### config.mk
export PLATFORM = sky130hd
export DESIGN_NAME = pipeline_hazard_ctrl_flat
export DESIGN_NICKNAME = d
export VERILOG_FILES = /design/src/rtl/pipeline_hazard_ctrl_pkg.sv /design/src/rtl/pipeline_hazard_ctrl_if.sv /design/src/rtl/pipeline_hazard_ctrl_sat_counter.sv /design/src/rtl/pipeline_hazard_ctrl.sv /design/src/flat_wrapper.sv
export SDC_FILE = /design/constraint.sdc
export NUM_CORES = 1
export LEC_CHECK = 0
export ABC_AREA = 1
export CAP_MARGIN = 30
export CORE_MARGIN = 2
export CORE_UTILIZATION = 29
export DETAILED_ROUTE_END_ITERATION = 16
export PLACE_DENSITY_LB_ADDON = 0.08
export SYNTH_ARGS = -nofsm -noshare
export SYNTH_HDL_FRONTEND = slang
export SYNTH_SLANG_ARGS = --single-unit
export TNS_END_PERCENT = 20
### constraint.sdc
create_clock -name clk -period 2.1 [get_ports clk]
set_clock_uncertainty 0.2 [all_clocks]
set_input_delay 0.42 -clock clk [delete_from_list [all_inputs] [get_ports clk]]
set_output_delay 0.42 -clock clk [all_outputs]
set_load 0.05 [all_outputs]
### src/rtl/pipeline_hazard_ctrl_pkg.sv
// Shared types and constants for the pipeline hazard controller.
// Controller FSM encoding, the hard-wired zero register, counter width,
// and the per-operand hazard match used by every checked stage.
package pipeline_hazard_ctrl_pkg;

  typedef enum logic [1:0] {
    S_RESET = 2'd0,
    S_INIT  = 2'd1,
    S_RUN   = 2'd2
  } state_e;

  localparam logic [4:0]  GPR_ZERO = 5'd0;
  localparam int unsigned CNT_W    = 32;

  // One source operand against one producing stage; $0 never matches.
  function automatic logic src_hazard(input logic       used,
                                      input logic [4:0] src,
                                      input logic       wen,
                                      input logic [4:0] dst);
    return used && (src != GPR_ZERO) && wen && (src == dst);
  endfunction

endpackage

### src/rtl/pipeline_hazard_ctrl_if.sv
// Datapath <-> hazard controller bundle.
// master: datapath side (drives hazard sources, receives stage controls).
// slave : controller side.
interface pipeline_hazard_ctrl_if;
  logic        cpu_en;
  logic        rs_used_id, rt_used_id;
  logic [4:0]  addr_rs_id, addr_rt_id;
  logic        is_branch_id, is_branch_exe, is_branch_mem;
  logic [4:0]  regw_addr_exe, regw_addr_mem, regw_addr_wb;
  logic        wb_wen_exe, wb_wen_mem, wb_wen_wb;
  logic        if_rst, id_rst, exe_rst, mem_rst, wb_rst;
  logic        if_en, id_en, exe_en, mem_en, wb_en;
  logic [31:0] stall_cnt, flush_cnt;

  modport master (
    output cpu_en, rs_used_id, rt_used_id, addr_rs_id, addr_rt_id,
           is_branch_id, is_branch_exe, is_branch_mem,
           regw_addr_exe, regw_addr_mem, regw_addr_wb,
           wb_wen_exe, wb_wen_mem, wb_wen_wb,
    input  if_rst, id_rst, exe_rst, mem_rst, wb_rst,
           if_en, id_en, exe_en, mem_en, wb_en,
           stall_cnt, flush_cnt
  );

  modport slave (
    input  cpu_en, rs_used_id, rt_used_id, addr_rs_id, addr_rt_id,
           is_branch_id, is_branch_exe, is_branch_mem,
           regw_addr_exe, regw_addr_mem, regw_addr_wb,
           wb_wen_exe, wb_wen_mem, wb_wen_wb,
    output if_rst, id_rst, exe_rst, mem_rst, wb_rst,
           if_en, id_en, exe_en, mem_en, wb_en,
           stall_cnt, flush_cnt
  );
endinterface

### src/rtl/pipeline_hazard_ctrl_sat_counter.sv
// sat_counter: saturating up-counter with asynchronous active-high reset.
// Only compiled when HAZARD_PERF_CNT_EN is defined, so the default build
// carries no counter logic at all.
`ifdef HAZARD_PERF_CNT_EN
module sat_counter #(
  parameter int unsigned WIDTH = 32
) (
  input  logic             clk,
  input  logic             rst,
  input  logic             inc_i,
  output logic [WIDTH-1:0] cnt_o
);
  logic [WIDTH-1:0] cnt_q, cnt_d;

  // Advance on request, hold at all-ones.
  always_comb begin
    cnt_d = cnt_q;
    if (inc_i && (cnt_q != '1)) cnt_d = cnt_q + 1'b1;
  end

  // Count register.
  always_ff @(posedge clk or posedge rst) begin
    if (rst) cnt_q <= '0;
    else     cnt_q <= cnt_d;
  end

  assign cnt_o = cnt_q;
endmodule
`endif

### src/rtl/pipeline_hazard_ctrl.sv
// pipeline_hazard_ctrl: 5-stage pipeline stall/flush controller.
// Optional feature macro: HAZARD_PERF_CNT_EN (stall/flush performance
// counters built from sat_counter); without it both counters read 0.
module pipeline_hazard_ctrl
  import pipeline_hazard_ctrl_pkg::*;
#(
  parameter bit REGFILE_WR_FIRST = 1'b1
) (
  input logic                  clk,
  input logic                  rst,
  pipeline_hazard_ctrl_if.slave hz
);

  state_e state_q, state_d;
  logic   hz_exe, hz_mem, hz_wb, data_hazard, ctrl_flush, run_active;
  logic [4:0] rst_v, en_v;  // {if, id, exe, mem, wb}
  logic [CNT_W-1:0] stall_cnt_w, flush_cnt_w;

  // Reset sequencing: S_RESET -> S_INIT -> S_RUN.
  always_comb begin
    state_d = state_q;
    unique case (state_q)
      S_RESET: state_d = S_INIT;
      S_INIT:  state_d = S_RUN;
      default: state_d = S_RUN;
    endcase
  end

  // State register.
  always_ff @(posedge clk or posedge rst) begin
    if (rst) state_q <= S_RESET;
    else     state_q <= state_d;
  end

  // Operand hazards per producing stage; WB only matters without write-first.
  always_comb begin
    hz_exe = src_hazard(hz.rs_used_id, hz.addr_rs_id, hz.wb_wen_exe, hz.regw_addr_exe)
           | src_hazard(hz.rt_used_id, hz.addr_rt_id, hz.wb_wen_exe, hz.regw_addr_exe);
    hz_mem = src_hazard(hz.rs_used_id, hz.addr_rs_id, hz.wb_wen_mem, hz.regw_addr_mem)
           | src_hazard(hz.rt_used_id, hz.addr_rt_id, hz.wb_wen_mem, hz.regw_addr_mem);
    hz_wb  = !REGFILE_WR_FIRST
           && (src_hazard(hz.rs_used_id, hz.addr_rs_id, hz.wb_wen_wb, hz.regw_addr_wb)
             | src_hazard(hz.rt_used_id, hz.addr_rt_id, hz.wb_wen_wb, hz.regw_addr_wb));
    data_hazard = hz_exe | hz_mem | hz_wb;
    ctrl_flush  = hz.is_branch_exe | hz.is_branch_mem;
    run_active  = (state_q == S_RUN) && hz.cpu_en;
  end

  // Stage controls: flush beats stall (ID is wrong-path), then ID branch.
  always_comb begin
    rst_v = 5'b00000;
    en_v  = 5'b11111;
    if (state_q != S_RUN) begin
      rst_v = 5'b11111;
      en_v  = 5'b00000;
    end else if (!hz.cpu_en) begin
      en_v  = 5'b00000;
    end else if (ctrl_flush) begin
      rst_v = 5'b01000;
    end else if (data_hazard) begin
      rst_v = 5'b00100;
      en_v  = 5'b00011;
    end else if (hz.is_branch_id) begin
      rst_v = 5'b01000;
    end
  end

  assign {hz.if_rst, hz.id_rst, hz.exe_rst, hz.mem_rst, hz.wb_rst} = rst_v;
  assign {hz.if_en,  hz.id_en,  hz.exe_en,  hz.mem_en,  hz.wb_en}  = en_v;

`ifdef HAZARD_PERF_CNT_EN
  logic stall_inc, flush_inc;
  assign stall_inc = run_active && !ctrl_flush && data_hazard;
  assign flush_inc = run_active && (ctrl_flush || (!data_hazard && hz.is_branch_id));

  sat_counter #(.WIDTH(CNT_W)) u_stall_cnt (
    .clk  (clk),
    .rst  (rst),
    .inc_i(stall_inc),
    .cnt_o(stall_cnt_w)
  );

  sat_counter #(.WIDTH(CNT_W)) u_flush_cnt (
    .clk  (clk),
    .rst  (rst),
    .inc_i(flush_inc),
    .cnt_o(flush_cnt_w)
  );
`else
  logic unused_run;
  assign unused_run  = run_active;
  assign stall_cnt_w = '0;
  assign flush_cnt_w = '0;
`endif

  assign hz.stall_cnt = stall_cnt_w;
  assign hz.flush_cnt = flush_cnt_w;

endmodule

### src/flat_wrapper.sv
// flat-port wrapper written by rule: the top's interface ports become plain ports
module pipeline_hazard_ctrl_flat import pipeline_hazard_ctrl_pkg::*;
#(
  parameter bit REGFILE_WR_FIRST = 1'b1
)
  (clk, rst, hz_cpu_en, hz_rs_used_id, hz_rt_used_id, hz_addr_rs_id, hz_addr_rt_id, hz_is_branch_id, hz_is_branch_exe, hz_is_branch_mem, hz_regw_addr_exe, hz_regw_addr_mem, hz_regw_addr_wb, hz_wb_wen_exe, hz_wb_wen_mem, hz_wb_wen_wb, hz_if_rst, hz_id_rst, hz_exe_rst, hz_mem_rst, hz_wb_rst, hz_if_en, hz_id_en, hz_exe_en, hz_mem_en, hz_wb_en, hz_stall_cnt, hz_flush_cnt);
  pipeline_hazard_ctrl_if hz_i ();
  input logic clk;
  input logic rst;
  input wire logic [$bits(hz_i.cpu_en)-1:0] hz_cpu_en;
  input wire logic [$bits(hz_i.rs_used_id)-1:0] hz_rs_used_id;
  input wire logic [$bits(hz_i.rt_used_id)-1:0] hz_rt_used_id;
  input wire logic [$bits(hz_i.addr_rs_id)-1:0] hz_addr_rs_id;
  input wire logic [$bits(hz_i.addr_rt_id)-1:0] hz_addr_rt_id;
  input wire logic [$bits(hz_i.is_branch_id)-1:0] hz_is_branch_id;
  input wire logic [$bits(hz_i.is_branch_exe)-1:0] hz_is_branch_exe;
  input wire logic [$bits(hz_i.is_branch_mem)-1:0] hz_is_branch_mem;
  input wire logic [$bits(hz_i.regw_addr_exe)-1:0] hz_regw_addr_exe;
  input wire logic [$bits(hz_i.regw_addr_mem)-1:0] hz_regw_addr_mem;
  input wire logic [$bits(hz_i.regw_addr_wb)-1:0] hz_regw_addr_wb;
  input wire logic [$bits(hz_i.wb_wen_exe)-1:0] hz_wb_wen_exe;
  input wire logic [$bits(hz_i.wb_wen_mem)-1:0] hz_wb_wen_mem;
  input wire logic [$bits(hz_i.wb_wen_wb)-1:0] hz_wb_wen_wb;
  output wire logic [$bits(hz_i.if_rst)-1:0] hz_if_rst;
  output wire logic [$bits(hz_i.id_rst)-1:0] hz_id_rst;
  output wire logic [$bits(hz_i.exe_rst)-1:0] hz_exe_rst;
  output wire logic [$bits(hz_i.mem_rst)-1:0] hz_mem_rst;
  output wire logic [$bits(hz_i.wb_rst)-1:0] hz_wb_rst;
  output wire logic [$bits(hz_i.if_en)-1:0] hz_if_en;
  output wire logic [$bits(hz_i.id_en)-1:0] hz_id_en;
  output wire logic [$bits(hz_i.exe_en)-1:0] hz_exe_en;
  output wire logic [$bits(hz_i.mem_en)-1:0] hz_mem_en;
  output wire logic [$bits(hz_i.wb_en)-1:0] hz_wb_en;
  output wire logic [$bits(hz_i.stall_cnt)-1:0] hz_stall_cnt;
  output wire logic [$bits(hz_i.flush_cnt)-1:0] hz_flush_cnt;
  assign hz_i.cpu_en = hz_cpu_en;
  assign hz_i.rs_used_id = hz_rs_used_id;
  assign hz_i.rt_used_id = hz_rt_used_id;
  assign hz_i.addr_rs_id = hz_addr_rs_id;
  assign hz_i.addr_rt_id = hz_addr_rt_id;
  assign hz_i.is_branch_id = hz_is_branch_id;
  assign hz_i.is_branch_exe = hz_is_branch_exe;
  assign hz_i.is_branch_mem = hz_is_branch_mem;
  assign hz_i.regw_addr_exe = hz_regw_addr_exe;
  assign hz_i.regw_addr_mem = hz_regw_addr_mem;
  assign hz_i.regw_addr_wb = hz_regw_addr_wb;
  assign hz_i.wb_wen_exe = hz_wb_wen_exe;
  assign hz_i.wb_wen_mem = hz_wb_wen_mem;
  assign hz_i.wb_wen_wb = hz_wb_wen_wb;
  assign hz_if_rst = hz_i.if_rst;
  assign hz_id_rst = hz_i.id_rst;
  assign hz_exe_rst = hz_i.exe_rst;
  assign hz_mem_rst = hz_i.mem_rst;
  assign hz_wb_rst = hz_i.wb_rst;
  assign hz_if_en = hz_i.if_en;
  assign hz_id_en = hz_i.id_en;
  assign hz_exe_en = hz_i.exe_en;
  assign hz_mem_en = hz_i.mem_en;
  assign hz_wb_en = hz_i.wb_en;
  assign hz_stall_cnt = hz_i.stall_cnt;
  assign hz_flush_cnt = hz_i.flush_cnt;
  pipeline_hazard_ctrl #(.REGFILE_WR_FIRST(REGFILE_WR_FIRST)) u_core (.clk(clk), .rst(rst), .hz(hz_i));
endmodule
==> results of run 1 <==
==> where the power goes <==
group	internal, W	switching [W]
Sequential	0.0000388	0
Clock	0.0000632	0.0000231
Combinational	0.0000909	0.000353
==> kinds of logic (layout without fill, tap and decap cells) <==
kind of cell / count (synthesis) / count (layout) / synth area share [%]
simple gates: 90 / 90 / 33.57
buf+inv: 96 / 73 / 58.72
other cells: 1 / 64 / 0.3555
compound gates: 5 / 5 / 2.609
flops: 2 / 2 / 4.745
==> placed cells by master (no fill, tap or decap) <==
master / count
inv_2: 20
conb_1: 64
nand4_1: 2
inv_6: 1
dlygate4sd2_1: 4
nand3_1: 5
o21ai_1: 2
a21boi_4: 1
o21ai_2: 1
dfrtp_1: 2
nor2_1: 13
buf_12: 7
clkdlybuf4s50_1: 5
buf_4: 6
nor2_4: 2
clkdlybuf4s15_2: 1
buf_6: 4
nand2_2: 5
nor2_2: 5
clkbuf_4: 3
nand2_1: 58
a21oi_1: 1
inv_1: 6
buf_2: 16
==> repair_timing <==
action | CTS | global route
gates resized for setup | 113 | 3
pin swaps | 23 | 11
endpoints found under the setup margin | 5 | 5
==> routing by layer <==
metal,vias to the layer above,global-route usage [%]
met3,2,2.113
met4,0,4.787
met2,61,20.05
met1,423,11.30
li1,522,-
met5,-,0
==> worst max-delay path, delay by kind of cell <==
family | cells | cell delay, ps
AOI/OAI and AO/OA | 1 | 280
buffers and inverters | 3 | 720
and+or+nand+nor | 1 | 80
==> worst paths after layout <==
check                                               to  depth (start not counted)
max                                          hz_exe_en                          5
max in group asynchronous  u_core.state_q[1]$_DFF_PP0_                          2
min reg2reg                u_core.state_q[0]$_DFF_PP0_                          1
min in group clk           u_core.state_q[0]$_DFF_PP0_                          1
min                        u_core.state_q[0]$_DFF_PP0_                          2
max reg2reg                u_core.state_q[1]$_DFF_PP0_                          2
==> cells in the mapped netlist <==
| cell | n | area [sq um] |
|---|---|---|
| conb_1 | 1 | 3.750 |
| a21oi_1 | 1 | 5.000 |
| buf_4 | 69 | 518.0 |
| nor2_2 | 1 | 6.260 |
| o21ai_0 | 3 | 15.01 |
| a21boi_0 | 1 | 7.510 |
| nand2_2 | 1 | 6.260 |
| nand2_1 | 62 | 232.7 |
| dfrtp_1 | 2 | 50.05 |
| nand4_1 | 2 | 12.51 |
| inv_2 | 3 | 11.26 |
| nor2_1 | 19 | 71.32 |
| nand3_1 | 5 | 25.02 |
| inv_1 | 24 | 90.09 |
==> area by class of cell <==
type | instances | area share [%]
clock buffers | 3 | 1.713
inverters | 27 | 8.088
multi-input cells | 159 | 51.09
flip-flops and latches | 2 | 3.806
well taps | 46 | 4.377
repair buffers | 43 | 30.92
==> metrics by stage <==
step           total power [W]  hold slack, ps  utilization, %  std cells
3_5_place_dp         0.0004886           258.1           39.38        277
3_3_place_gp         0.0004899           257.5           39.38        277
4_1_cts              0.0005735           134.9           38.28        280
5_1_grt              0.0006031           155.8           38.50        280
2_1_floorplan        0.0004737          -38.82               -        257
6_report             0.0005687           143.3           38.50        280
==> reports/metrics.cfg, run 1 <==
[status]
status = finished with violations
violations = setup timing

[logic_synthesis]
ys_types = 14
seq_area_frac_synth_pct = 4.745
synth_area_sq_um = 1055
synthCells = 194
postSynthAreaPerCell_sq_um = 5.437
yosysWarnings = 0
synth_seq_cells = 2

[clock_network]
cts_sinks = 2
clock_latency_ps = 220
clkTransAtPathRegs_ps = 30
post-cts-setup-buffers = 0
cts_buffer_depth = 2
ctsHoldBuffers = 0
cts_tree = done
cts_buffers = 3
cts_htree_levels = 1
cts_root_buf = clkbuf_4

[die]
start_util_pct = 30.88
io_pins = 110
dieArea_sq_um = 4136
die_w_microns = 64.31
coreArea_sq_um = 3416
num_rows = 21
die_y_microns = 64.31

[grt]
grt_max_degree = 5
grt_pass1_wl_microns = 3443
antenna_found_initial = 0
grt_pass1_vias = 851
gr-total-overflow = 0
grt_use_total_pct = 10.66

[worst_setup_path]
critPathLaunchType = input pin
worstSetupEndpointType = primary output
cp_cell_sequence = clkdlybuf4s50_1 -> inv_2 -> nor2_4 -> a21boi_4 -> buf_12
path_class = in2out
r2r_setup_slack_ps = 1190
cp.arrival_ps = 1510
cp_max_fo = 3
slowest_delay_ps = 490
slowest_stage = clkdlybuf4s50_1
cp-startpoint = hz_cpu_en
r2r_start = u_core.state_q[0]$_DFF_PP0_
cp_data_required_time_ps = 1480

[route]
top_layer = met4
drtPass1Iterations = 4
wl_met1_microns = 852
first_iter_violations = 15
met2_length_microns = 1173
drc = 0
avgViaCountPerCell = 3.600
totalWireLength_microns = 2272
wire_per_inst_microns = 8.114
postRouteAntennaNets = 0
met3WireLength_microns = 225
vias = 1008

[timing]
max_freq_mhz = 469.5
fin_ws_ps = -29.98
hold_viol = 0
min_period_ps = 2130
slew_violations = 0
rsz0062_at_grt = yes
finalSetupTns_ps = -89.05
setup_violations = 3
period_share_pct = 101.4

[pwr]
powerDensity_nw_per_um2 = 432.5
leakagePower_nw = 0.8518
vdd.ir_drop.worst_v = 0.0002028

[final_layout]
multi_input_area_sq_um = 671.9
largest_reg_flops = 2
regMostFlops = u_core.state_q
fin_nets = 272
area_growth_pct = 24.67
filler_cell_count = 407
seqCellArea_sq_um = 50.05
final_design_area_no_fill_sq_um = 1315
reg_top3 = u_core.state_q (2)
antenna_cells = 0
final_layout_size_suffix_gt1_share_pct = 30.77

[min_path]
worstHoldPathType = in2async

[placement]
port-buffer-count = 39
place_ws_ps = -453.3
gp_congestion = 0.8246
dpl-instance-area_sq_um = 1345
hpwl_microns = 2076

[flow_run]
maxCapViolations = 0

Power figures use the tool's default switching activity.
==> run 2, diff against run 1 <==
- SETUP_SLACK_MARGIN: unset -> 0.15
==> results of run 2 <==
Same layout as run 1: the final DEF is identical, and so are final timing and power.
==> run 3, diff against run 2 <==
- SLEW_MARGIN: unset -> 10
==> results of run 3 <==
Same layout as run 1: the final DEF is identical, and so are final timing and power.
